--- src/rtl/serial_adder_controller_pkg.sv ---
// Shared definitions for the bit-serial adder: FSM state encoding and
// the width helper for the bit counter.
package serial_adder_controller_pkg;

  typedef enum logic [1:0] {
    S_IDLE = 2'd0,
    S_RUN  = 2'd1,
    S_DONE = 2'd2
  } state_t;

  localparam int MIN_WIDTH = 1;
  localparam int MAX_WIDTH = 64;

  // A 1-bit operand still needs a 1-bit counter, so clamp $clog2 at one.
  function automatic int count_width(input int w);
    return (w <= 1) ? 1 : $clog2(w);
  endfunction

endpackage

--- src/rtl/serial_adder_controller_fa.sv ---
// 1-bit full adder cell used as the shared datapath of the serial adder,
// built from two half-adder stages.
module full_adder_modular (
  input  logic a,
  input  logic b,
  input  logic carry_in,
  output logic sum,
  output logic carry_out
);

  logic half_sum;
  logic half_carry;
  logic second_carry;

  assign half_sum     = a ^ b;
  assign half_carry   = a & b;
  assign sum          = half_sum ^ carry_in;
  assign second_carry = half_sum & carry_in;
  assign carry_out    = half_carry | second_carry;

endmodule

--- src/rtl/serial_adder_controller.sv ---
// Bit-serial WIDTH-bit adder: accepts operands by valid/ready, adds one
// bit per clock LSB first through a single full adder, holds the result.
module serial_adder_controller
  import serial_adder_controller_pkg::*;
#(
  parameter int WIDTH = 8
) (
  input  logic             clk,
  input  logic             rst,
  input  logic             in_valid,
  output logic             in_ready,
  input  logic [WIDTH-1:0] a,
  input  logic [WIDTH-1:0] b,
  input  logic             carry_in,
  output logic             out_valid,
  input  logic             out_ready,
  output logic [WIDTH-1:0] sum,
  output logic             carry_out,
  output logic             busy
);

  localparam int             CW   = count_width(WIDTH);
  localparam logic [CW-1:0]  LAST = CW'(WIDTH - 1);

  state_t           state;
  state_t           state_next;
  logic [CW-1:0]    count;
  logic [WIDTH-1:0] a_sh;
  logic [WIDTH-1:0] b_sh;
  logic [WIDTH-1:0] sum_sh;
  logic             c;
  logic             fa_sum;
  logic             fa_carry;
  logic [WIDTH:0]   sum_cat;
  logic             last_bit;

  full_adder_modular u_fa (
    .a         (a_sh[0]),
    .b         (b_sh[0]),
    .carry_in  (c),
    .sum       (fa_sum),
    .carry_out (fa_carry)
  );

  // New sum bit enters at the MSB; the concatenation also covers WIDTH=1.
  assign sum_cat  = {fa_sum, sum_sh};
  assign last_bit = (count == LAST);

  always_ff @(posedge clk or posedge rst) begin
    if (rst) begin
      state <= S_IDLE;
    end else begin
      state <= state_next;
    end
  end

  always_comb begin
    state_next = state;
    unique case (state)
      S_IDLE:  if (in_valid) state_next = S_RUN;
      S_RUN:   if (last_bit) state_next = S_DONE;
      S_DONE:  if (out_ready) state_next = S_IDLE;
      default: state_next = S_IDLE;
    endcase
  end

  always_comb begin
    in_ready  = 1'b0;
    busy      = 1'b0;
    out_valid = 1'b0;
    unique case (state)
      S_IDLE:  in_ready  = 1'b1;
      S_RUN:   busy      = 1'b1;
      S_DONE:  out_valid = 1'b1;
      default: in_ready  = 1'b0;
    endcase
  end

  always_ff @(posedge clk or posedge rst) begin
    if (rst) begin
      count  <= '0;
      c      <= 1'b0;
      a_sh   <= '0;
      b_sh   <= '0;
      sum_sh <= '0;
    end else begin
      unique case (state)
        S_IDLE: begin
          if (in_valid) begin
            a_sh  <= a;
            b_sh  <= b;
            c     <= carry_in;
            count <= '0;
          end
        end
        S_RUN: begin
          c      <= fa_carry;
          sum_sh <= sum_cat[WIDTH:1];
          a_sh   <= a_sh >> 1;
          b_sh   <= b_sh >> 1;
          if (!last_bit) begin
            count <= count + CW'(1);
          end
        end
        default: begin
        end
      endcase
    end
  end

  // Result lines read zero whenever no completed result is being offered.
  assign sum       = out_valid ? sum_sh : '0;
  assign carry_out = out_valid & c;

endmodule

--- config.mk ---
export PLATFORM = sky130hd
export DESIGN_NAME = serial_adder_controller
export DESIGN_NICKNAME = d
export VERILOG_FILES = /design/src/rtl/serial_adder_controller_pkg.sv /design/src/rtl/serial_adder_controller_fa.sv /design/src/rtl/serial_adder_controller.sv
export SDC_FILE = /design/constraint.sdc
export NUM_CORES = 1
export LEC_CHECK = 0
export CORE_MARGIN = 1
export CORE_UTILIZATION = 50
export CTS_CLUSTER_SIZE = 8
export DETAILED_ROUTE_END_ITERATION = 6
export GPL_ROUTABILITY_DRIVEN = 0
export PLACE_DENSITY = 0.81
export SLEW_MARGIN = 30
export SYNTH_ARGS = -nofsm -noshare
export SYNTH_HDL_FRONTEND = slang
export SYNTH_HIERARCHICAL = 1
export SYNTH_SLANG_ARGS = --single-unit
--- constraint.sdc ---
create_clock -name clk -period 1.8 [get_ports clk]
set_input_delay 0.36 -clock clk [delete_from_list [all_inputs] [get_ports clk]]
set_output_delay 0.36 -clock clk [all_outputs]
set_load 0.03 [all_outputs]
# Word level (Yosys, flattened, before mapping)
# Index checks and enable logic that the tools add are counted.
totals:
  out_inout_bits: 12
  reg_bits: 30
classes:
  muxes: 17
  n_bitwise: 6
  addsub: 1
  n_eq_ne: 7
  n_reduce_logical: 5
op_table:
  columns: ["operator", "count"]
  rows:
  - ["$pmux W8 S2", 2]
  - ["$mux W8", 3]
  - ["$ne A2 B2 Y1 const B", 4]
  - ["$mux W2", 3]
  - ["$mux W3", 2]
  - ["$pmux W2 S3", 1]
  - ["$pmux W3 S2", 1]
  - ["$reduce_and A3 Y1", 2]
  - ["$mux W1", 4]
  - ["$add A3 B1 Y3 const B", 1]
  - ["$and A1 B1 Y1", 3]
  - ["$eq A3 B3 Y1 const B", 1]
  - ["$eq A2 B1 Y1 const B", 1]
  - ["$eq A2 B2 Y1 const B", 1]
  - ["$logic_not A2 Y1", 1]
  - ["$pmux W1 S2", 1]
  - ["$reduce_and A2 Y1", 1]
  - ["$reduce_bool A2 Y1", 1]
  - ["$xor A1 B1 Y1", 2]
  - ["$or A1 B1 Y1", 1]

# Longest topological paths before layout
# Gate-level depths: netlist of run 1.
logic_depth:
  ltp_word: 4
  mapped_depth: 4
  mapped_depth_nobuf: 4

# Hierarchy
# Netlist of run 1, hierarchy kept.
modules_own_cells:
  columns: ["module", "cells_per_inst", "area_each_um2", "instances", "seq_area_each_um2"]
  rows:
  - ["serial_adder_controller", 144, 1530.2, 1, 750.7]
  - ["full_adder_modular", 1, 20.0, 1, 0.0]

# Worst setup path before layout of run 1
# Ideal clock, no wire load.
synth_timing:
  kind: "reg-to-output"
  start: "reg state[0]"
  end: "out carry_out"
  path_buffers: 2
  stages_incl_launch_ff: 5
  path_slack_ns: -0.049
  required_ns: 1.440
  t_arrival_ns: 1.489
  path_cell_list: "dfrtp_1 buf_2 nor2b_1 clkbuf_1 and2_1"
synth_via:
  elab_chain_cells: 3
synth_lines:
  columns: ["item", "line", "source"]
  rows:
  - ["from (decl)", "serial_adder_controller.sv:25", "state_t state;"]
  - ["from (signal assigned)", "serial_adder_controller.sv:53", "state <= state_next;"]
  - ["$eq A2 B2 Y1", "serial_adder_controller.sv:71", "unique case (state)"]
  - ["$mux W1", "serial_adder_controller.sv:71", null]
  - ["named net out_valid", "serial_adder_controller.sv:15", "output logic out_valid,"]
  - ["$and A1 B1 Y1", "serial_adder_controller.sv:113", "assign carry_out = out_valid & c;"]
  - ["to (decl)", "serial_adder_controller.sv:18", "output logic carry_out,"]
# The timed path passes the listed nets, and every way through them passes these cells.

# Final worst setup path of run 1
layout_timing:
  start: "reg state[0]"
  end: "out in_ready"
layout_via:
  elab_chain_cells: 2
layout_lines:
  columns: ["item", "line", "source"]
  rows:
  - ["$logic_not A2 Y1", "serial_adder_controller.sv:71", null]
  - ["$mux W1", "serial_adder_controller.sv:71", null]
  - ["to (decl)", "serial_adder_controller.sv:11", "output logic in_ready,"]
# Every way passes these cells.

==> results of run 1 <==
-- metrics by stage --
stage                     instance area [um^2]  setup TNS, ns  power [uW]
after floorplan                           1550              0        2110
after global placement                    1870              0        2350
after detailed placement                  1870       -0.00129        2430
after CTS                                 1980         -0.131        2840
after global routing                      2040      -0.000234        3140
final                                     2040              0        2900
-- final timing paths --
path,startpoint,endpoint,cells after the start
worst max-delay path,state[0]$_DFFE_PP0P_,in_ready,2
worst min-delay path,rst,b_sh[3]$_DFFE_PP0P_,3
worst max register to register,state[1]$_DFFE_PP0P_,a_sh[5]$_DFFE_PP0P_,4
worst min register to register,b_sh[7]$_DFFE_PP0P_,b_sh[7]$_DFFE_PP0P_,1
max in group asynchronous,rst,state[0]$_DFFE_PP0P_,3
min in group clk,b_sh[7]$_DFFE_PP0P_,b_sh[7]$_DFFE_PP0P_,1
-- registers in the layout, indices dropped and copies added (netlist names) --
| name | flops |
|---|---|
| a_sh | 8 |
| sum_sh | 8 |
| count | 3 |
| c | 1 |
| b_sh | 8 |
| state | 2 |
-- per-layer routing --
layer | GRT usage (%) | wire length (um) | vias to the layer above
li1 | - | - | 590
met1 | 26.8 | 1390 | 612
met2 | 34.4 | 1580 | 47
met3 | 6.70 | 196 | 2
met4 | 6.12 | 19 | 0
met5 | 0 | 0 | -
-- kinds of logic after synthesis --
logic type | after synthesis
compound gates | 24
fa+ha+maj | 3
buf+inv | 32
flops | 30
mux | 8
simple gates | 48
-- power groups by stage --
| stage | Clock [uW] | Sequential (uW) | Combinational [uW] |
|---|---|---|---|
| 6_report | 392 | 1210 | 1300 |
| 3_5_place_dp | 0 | 1200 | 1220 |
| 5_1_grt | 427 | 1250 | 1460 |
| 2_1_floorplan | 0 | 1150 | 959 |
| 4_1_cts | 396 | 1200 | 1250 |
| 3_3_place_gp | 0 | 1190 | 1160 |
-- cells in the final DEF (no fill, tap or decap), types with 2 or more instances in the layout --
master / count
dfrtp_1: 29
clkdlybuf4s50_1: 20
inv_1: 19
nor2_1: 14
nor4b_1: 14
a221oi_1: 13
and2_1: 9
buf_6: 9
buf_4: 9
mux2_2: 8
clkbuf_4: 5
nand2b_1: 4
a32o_1: 2
nand3_1: 2
o221ai_1: 2
nor2b_4: 2
or4b_1: 2
o221a_2: 2
ha_1: 2
-- worst reg2reg max path: stages (launching register included) --
cell,delay (ns)
dfrtp_1,0.42
buf_4,0.16
clkbuf_16,0.15
or4b_1,0.53
o221a_2,0.14
-- final cells by class --
| type | instances | area, um^2 |
|---|---|---|
| Clock buffer | 6 | 51.3 |
| Multi-Input combinational cell | 84 | 689 |
| Timing Repair Buffer | 42 | 439 |
| Sequential cell | 30 | 752 |
| Fill cell | 218 | 811 |
| Tap cell | 31 | 38.8 |
| Inverter | 19 | 71.3 |
-- repair_timing --
item                                    CTS  global route
cloned                                    0             2
endpoints found under the setup margin   12            11
setup buffers                             0             2
gates resized for setup                  16             5
hold buffers                              0             0
==> results.md, run 1 <==
* Placeable Area at 2850 um^2
* Post-synth ARST share at between 90% and 100%
* Pre-CTS setup slack at -0.00129 ns
* Top cell type by total area after synthesis: dfrtp_1
* Die Span X at 57.7 um
* Routed WL at 3.19 mm
* Yosys cell types at 25
* Crit path cell chain: nor2_1 > clkdlybuf4s15_1
* Final setup vio count at 0
* Slew Viols, Final at 0
* P&R area growth vs syn at 31.7%
* Post-layout util at 71.6%
* Worst Setup Path Type: register to output port
* Average vias per placed instance at 5.90
* Buf/Inv on CP at 1
* Clock share of power at about 14%
* Synth Warn # at 6
* Failing checks: design-rule violations
* Period minus WS final at 1.76 ns
* TritonCTS Buffers at 5
* Die Area at ~3300 um^2
* Mapped Avg Cell Area at 10.7 um^2
* Post-route clock period utilization at 97.8%
* Max_slew headroom at 72.7%
* DR vias at 1251
* Synth Net Count at roughly 170
* Most common flop cell mapped by yosys: dfrtp_1
* Fin. Hold Viols at 0
* Cell Area, Synth at between 1500 and 2000 um^2
* Sequential share of power at a little over two fifths
* Critical Path AT at between 1 and 1.5 ns
* Layout cell share with drive strength beyond 1 at 23.8%
* DRC at 4
* Crit path max-delay cell type: dfrtp_2
* Most frequent cell after synthesis: dfrtp_1
* Power Dens Cells at 1420 nW/um^2
* CTS Sinks at 30
* Root Driver: clkbuf_4
* WP data required at 1.44 ns
* Final-stage net count at 206
* Total gr overflow at 0
* DR WL/cell at 15.1 um
* Synthesized instance count at 145
* Drt initial violations at 57
* CP Capture Type: output port
* Clock H-tree levels at 2
* NetSw at 1050 uW
* Switching fraction of total power at 36.2%
* Largest net degree at the start of global routing at 38
* Sequential-to-total area share from yosys stat at 48.4%
* Register bit total from synthesis at 30
* Final WS setup at 0.0389 ns
* CP max stage delay at about 0.46 ns
* VDD IR max at 875 uV
* P_int at 1850 uW
* Area share of the largest cell type after synthesis at 48.4%
* Post-synthesis compound-gate area fraction at 14.5%
* Leakage at 0.000901 uW
* Ports at 33
* Synth Area in Simple Gates at 19.7%
* Top delay family on crit path: flip-flops
* Die height at a little under 60 um
* First-pass GRT wire length at 5.20 mm
* Achievable Freq at 568 MHz
* Post-synth EDFFs at 0
* Clock transition at path regs at 0.09 ns
* Largest family of logic cells by synthesized area: simple AND/OR/NAND/NOR gates
* Clk_lat worst skew at 0.32 ns
* Commonest cells post-synth: 30 x dfrtp_1, 19 x inv_1, 14 x nor2_1, 14 x nor4b_1, 13 x a221oi_1
* Drt pass-1 iters at 6
* Comb power frac at 44.8%
* Hpwl dp at 2.11 mm
* Post-DRT Antenna Nets at 0
* Diodes inserted at 0
* Worst reg-to-reg setup slack at 0.30 ns
* Synthesized-area fraction occupied by adder cells at 2.91%
* Layout Cells excl Fill at 212
* Antenna violations before repair at 0
* Starting Density at 54.3%
* Hold Slack at ~0.42 ns
* CP startpoint kind: register
* HP Class: input pin to async pin
* Multiplexer area fraction after synthesis at a little under 6%
* FP Rows at 19
* Worst Max-Slew Pin Slew at a little over 0.4 ns
* MaxCap Viol Count at 0
* Vias in the first global route at 1129
* CTS Buffer Depth at 2
* Post-Synth XOR/XNOR Area at 0%
* Placed Cells at 202
* Top post-synthesis cells by area: dfrtp_1 48%, nor4b_1 7.9%, a221oi_1 7.3%
* Worst-path fanout max at 4
* Outcome: complete, but fails checks
* CTS tree: yes
* Total Routing Usage GR at 20.9%
* Worst Skew at 0.00527 ns
* IO Port Bufs at 32
(Power assumes the default switching activity.)
==> inputs of run 2 (changes only) <==
--- a/config.mk
+++ b/config.mk
@@ -5,7 +5,7 @@
 export SDC_FILE = /design/constraint.sdc
 export NUM_CORES = 1
 export LEC_CHECK = 0
-export CORE_MARGIN = 1
+export CORE_MARGIN = 4
 export CORE_UTILIZATION = 50
 export CTS_CLUSTER_SIZE = 8
 export DETAILED_ROUTE_END_ITERATION = 6
==> results.md, run 2 (same netlist as run 1, synthesis figures left out) <==
* DR vias at 1227
* Average vias per placed instance at 5.68
* Outcome: finished clean
* TritonCTS Buffers at 5
* Comb power frac at 45.9%
* DR WL/cell at around 16 um
* CP Capture Type: output port
* CTS tree: yes
* Drt pass-1 iters at 4
* Largest net degree at the start of global routing at 31
* Final-stage net count at 209
* Clock H-tree levels at 2
* Fin. Hold Viols at 0
* Total gr overflow at 0
* Hold_buf cts at 0
* P&R area growth vs syn at 33.3%
* Post-route clock period utilization at 97.3%
* Most frequent cells in the layout: 30 x dfrtp_1, 20 x clkdlybuf4s50_1, 19 x inv_1
* Achievable Freq at 571 MHz
* CTS Buffer Depth at 2
* Slew Viols, Final at 0
* Routed WL at 3.42 mm
* Hpwl dp at 2.26 mm
* NetSw at 1080 uW
* Ports at 33
* Starting Density at 54.3%
* Most common cell after layout, fill and taps aside: dfrtp_1
* Die height at 63.7 um
* P_int at roughly 1800 uW
* DRC at 0
* Worst Max-Slew Pin Slew at 0.390 ns
* MaxCap Viol Count at 0
* GRT met1 Usage at between 20% and 30%
* Die Span X at roughly 64 um
* Period minus WS final at 1.75 ns
* Sequential share of power at 41.4%
* Worst Setup Path Type: register to output port
* Pre-CTS setup slack at around 0.07 ns
* Switching fraction of total power at a little under two fifths
* Critical Path AT at 1.39 ns
* Layout Cells excl Fill at approximately 220
* Final WS setup at 0.0488 ns
* Final setup vio count at 0
* Leakage at just over 0.0009 uW
* Drt initial violations at 41
* Max_slew headroom at 74.0%
* Layout cell share with drive strength beyond 1 at a little over a quarter
* Placeable Area at 2850 um^2
* Clk_lat worst skew at about 0.33 ns
* RSZ-0062 raised after global routing: yes
* Hold Slack at 0.392 ns
* CP startpoint kind: register
* WP data required at 1.44 ns
* Power Dens Cells at 1400 nW/um^2
* Root Driver: clkbuf_4
* Post-DRT Antenna Nets at 0
* IO Port Bufs at 32
* Worst-path fanout max at 6
* Die Area at just over 4000 um^2
* First-pass GRT wire length at 5.84 mm
* Clock transition at path regs at 0.09 ns
* GRT busiest layer: met2
* Met2 global-route usage at 28.6%
* M3 GR Usage at 4.97%
* Antenna violations before repair at 0
* Clock share of power at roughly 13%
* CTS Sinks at 30
* HP Class: input pin to async pin
* Placed Cells at 204
* Vias in the first global route at around 1300
* VDD IR max at about 760 uV
* Total Routing Usage GR at 18.7%
* Diodes inserted at 0
* Worst Skew at 0.0122 ns
* FP Rows at 19
* Setup TNS at 0 ns
* Biggest regs: a_sh x8, b_sh x8, sum_sh x8
[run 2: critical path: stages (launching register included)]
cell and delay, ns:
dfrtp_1 0.44, buf_12 0.15, nand2b_2 0.23, inv_1 0.08, buf_4 0.15
[run 2: final cells by class]
| cell class | instances | area [um^2] |
|---|---|---|
| multi-input combinational | 84 | 699 |
| inverter | 19 | 71.3 |
| sequential | 30 | 751 |
| tap | 31 | 38.8 |
| timing repair buffer | 45 | 460 |
| fill | 212 | 787 |
| clock buffer | 7 | 45.0 |
[run 2: worst paths after layout]
path / from / end / slack [ns] / cells past startpoint
setup / recovery: state[1]$_DFFE_PP0P_ / busy / 0.05 / 4
hold / removal: rst / state[1]$_DFFE_PP0P_ / 0.39 / 3
setup reg to reg: state[1]$_DFFE_PP0P_ / a_sh[5]$_DFFE_PP0P_ / 0.15 / 4
hold reg to reg: b_sh[7]$_DFFE_PP0P_ / b_sh[7]$_DFFE_PP0P_ / 0.50 / 1
max in group asynchronous: rst / a_sh[3]$_DFFE_PP0P_ / 1.12 / 3
min in group clk: b_sh[7]$_DFFE_PP0P_ / b_sh[7]$_DFFE_PP0P_ / 0.50 / 1
[run 2: power by group through the flow]
stage          clock (uW)  combinational, uW  sequential (uW)
3_5_place_dp            0               1250             1200
2_1_floorplan           0                959             1150
5_1_grt               416               1500             1240
3_3_place_gp            0               1200             1180
4_1_cts               373               1300             1190
6_report              369               1330             1200
[run 2: per-layer routing]
| metal | vias to the layer above | routed length (um) |
|---|---|---|
| met5 | - | 0 |
| met4 | 0 | 50 |
| met3 | 4 | 136 |
| met2 | 34 | 1680 |
| met1 | 591 | 1560 |
| li1 | 598 | - |
[run 2: repair_timing]
item	CTS	global route
endpoints found under the hold margin	0	0
setup buffers	3	1
setup endpoints to repair	12	12
cloned	1	1
resized for setup	12	12
[run 2: metrics by stage]
stage | area [um^2] | util [%] | power, uW
floorplan | 1550 | - | 2110
global placement | 1890 | 66.1 | 2380
detailed placement | 1890 | 66.1 | 2450
CTS | 2030 | 71.1 | 2870
global route | 2070 | 72.4 | 3160
finish | 2070 | 72.4 | 2900
==> inputs of run 3 (changes only) <==
--- a/config.mk
+++ b/config.mk
@@ -11,6 +11,7 @@
 export DETAILED_ROUTE_END_ITERATION = 6
 export GPL_ROUTABILITY_DRIVEN = 0
 export PLACE_DENSITY = 0.81
+export SETUP_SLACK_MARGIN = 0.15
 export SLEW_MARGIN = 30
 export SYNTH_ARGS = -nofsm -noshare
 export SYNTH_HDL_FRONTEND = slang
==> results.md, run 3 (same netlist as run 1, synthesis figures left out) <==
* Outcome: complete, but fails checks
* Failing checks: negative setup slack
* GRT busiest layer: met2
* Setup TNS at -0.00527 ns
* CP max stage delay at 0.45 ns
* Most common cell after layout, fill and taps aside: dfrtp_1
* Top delay family on crit path: flip-flops
* Vias in the first global route at roughly 1300
* First-pass GRT wire length at just over 6 mm
* WP data required at ~1.4 ns
* DR vias at 1239
* Crit path max-delay cell type: dfrtp_2
* HP Class: input pin to async pin
* Clk_lat worst skew at about 0.33 ns
* FP Rows at 19
* Achievable Freq at 554 MHz
* Critical Path AT at 1.45 ns
* Antenna violations before repair at 0
* Slew Viols, Final at 0
* MaxCap Viol Count at 0
* Die height at between 60 and 70 um
* CTS tree: yes
* Clock transition at path regs at roughly 0.090 ns
* Final WS setup at -0.00527 ns
* Buf/Inv on CP at 3
* Worst Setup Path Type: register to output port
* TritonCTS Buffers at 5
* Drt initial violations at 34
* Worst Skew at between 0.007 and 0.008 ns
* Biggest regs: a_sh x8, b_sh x8, sum_sh x8
* M3 GR Usage at 5.15%
* Period minus WS final at 1.81 ns
* Routed WL at 3.47 mm
* Die Area at 4060 um^2
* Final-stage net count at 209
* CTS Sinks at 30
* Total Routing Usage GR at 19.6%
* Most frequent cells in the layout: 29 x dfrtp_1, 20 x clkdlybuf4s50_1, 19 x inv_1
* DR WL/cell at 16.1 um
* Post-route clock period utilization at 100%
* Placeable Area at 2850 um^2
* Max_slew headroom at about three quarters
* Worst Max-Slew Pin Slew at 0.384 ns
* Hold_buf cts at 0
* Worst-path fanout max at 5
* Clock H-tree levels at 2
* Largest net degree at the start of global routing at 31
* RSZ-0062 raised after global routing: yes
* P&R area growth vs syn at 34.3%
* Total power at about 3000 uW
* VDD IR max at 801 uV
* Ports at 33
* DRC at 0
* Sequential cell area at 752 um^2
* Hpwl dp at 2.26 mm
* Top cell by count, worst path: buf_6
* Die Span X at 63.7 um
* GRT met1 Usage at 24.8%
* Crit path cell chain: buf_12 > nor2b_4 > buf_6 > and2_4 > buf_6
* Fin. Hold Viols at 0
* Root Driver: clkbuf_4
* Area of the multi-input gates at ~710 um^2
* Total gr overflow at 0
* Post-DRT Antenna Nets at 0
* Fill count at 205
* CP Capture Type: output port
* Met2 global-route usage at 31.0%
* Average vias per placed instance at 5.74
* Drt pass-1 iters at 4
* CTS Buffer Depth at 2
* Power Dens Cells at about 1400 nW/um^2
* Leakage at 0.000928 uW
* IO Port Bufs at 32
* CP startpoint kind: register
* Layout cell share with drive strength beyond 1 at between 20 and 30%
* Diodes inserted at 0
* Starting Density at ~54%
* Final setup vio count at 1
run 3: cell types whose count changed in the layout (fill, tap and decap cells not counted), moves of 3 or more:
cell,change
and2_4,+5
buf_6,+5
and2_1,-5
buf_4,-3
run 3: path summary, 6_finish.rpt:
kind	startpoint	end	slack [ns]	cells past startpoint
hold reg to reg	b_sh[7]$_DFFE_PP0P_	b_sh[7]$_DFFE_PP0P_	0.50	1
setup reg to reg	state[1]$_DFFE_PP0P_	c$_DFFE_PP0P_	0.31	4
hold / removal	rst	b_sh[5]$_DFFE_PP0P_	0.39	3
min in group clk	b_sh[7]$_DFFE_PP0P_	b_sh[7]$_DFFE_PP0P_	0.50	1
setup / recovery	state[1]$_DFFE_PP0P_	carry_out	-0.005	5
max in group asynchronous	rst	state[1]$_DFFE_PP0P_	1.12	3
run 3: what timing repair did:
item                       CTS  global route
setup endpoints to repair   12            14
setup buffers                3             1
gates cloned                 2             0
gates resized for setup     32             5
pin swaps                    7             1
run 3: metal layers:
metal  part of all wire (%)  wire length [um]
met1                     42              1440
met2                     52              1800
met3                    4.9               170
met4                    1.6                55
met5                      0                 0
run 3: power by group:
| group | switching (uW) | internal (uW) | total [uW] | leakage (uW) |
|---|---|---|---|---|
| registers | 219 | 997 | 1220 | 0.000349 |
| logic | 647 | 683 | 1330 | 0.000554 |
| clock network | 220 | 147 | 367 | 0.0000254 |
run 3: layout make-up:
| class | instances | area share (%) |
|---|---|---|
| timing repair buffer | 46 | 22.4 |
| inverter | 19 | 3.43 |
| clock buffer | 7 | 2.16 |
| multi-input combinational | 83 | 34.0 |
| tap | 31 | 1.86 |
| sequential | 30 | 36.1 |
run 3: through the flow:
stage / utilization [%] / instances / hold slack, ns / instance area (um^2) / worst slack, ns
floorplan: - / 145 / 0.451 / 1550 / 0.152
global placement: 66.1 / 204 / 0.480 / 1890 / 0.0923
detailed placement: 66.1 / 204 / 0.487 / 1890 / 0.0706
CTS: 73.3 / 216 / 0.402 / 2090 / 0.0116
global route: 73.0 / 216 / 0.415 / 2080 / -0.0712
finish: 73.0 / 216 / 0.394 / 2080 / -0.00527
run 3: worst register-to-register path, stage by stage, from the launching register on:
cell and delay, ns:
dfrtp_2 0.45, buf_4 0.14, buf_6 0.15, or4b_1 0.51, o221a_2 0.13
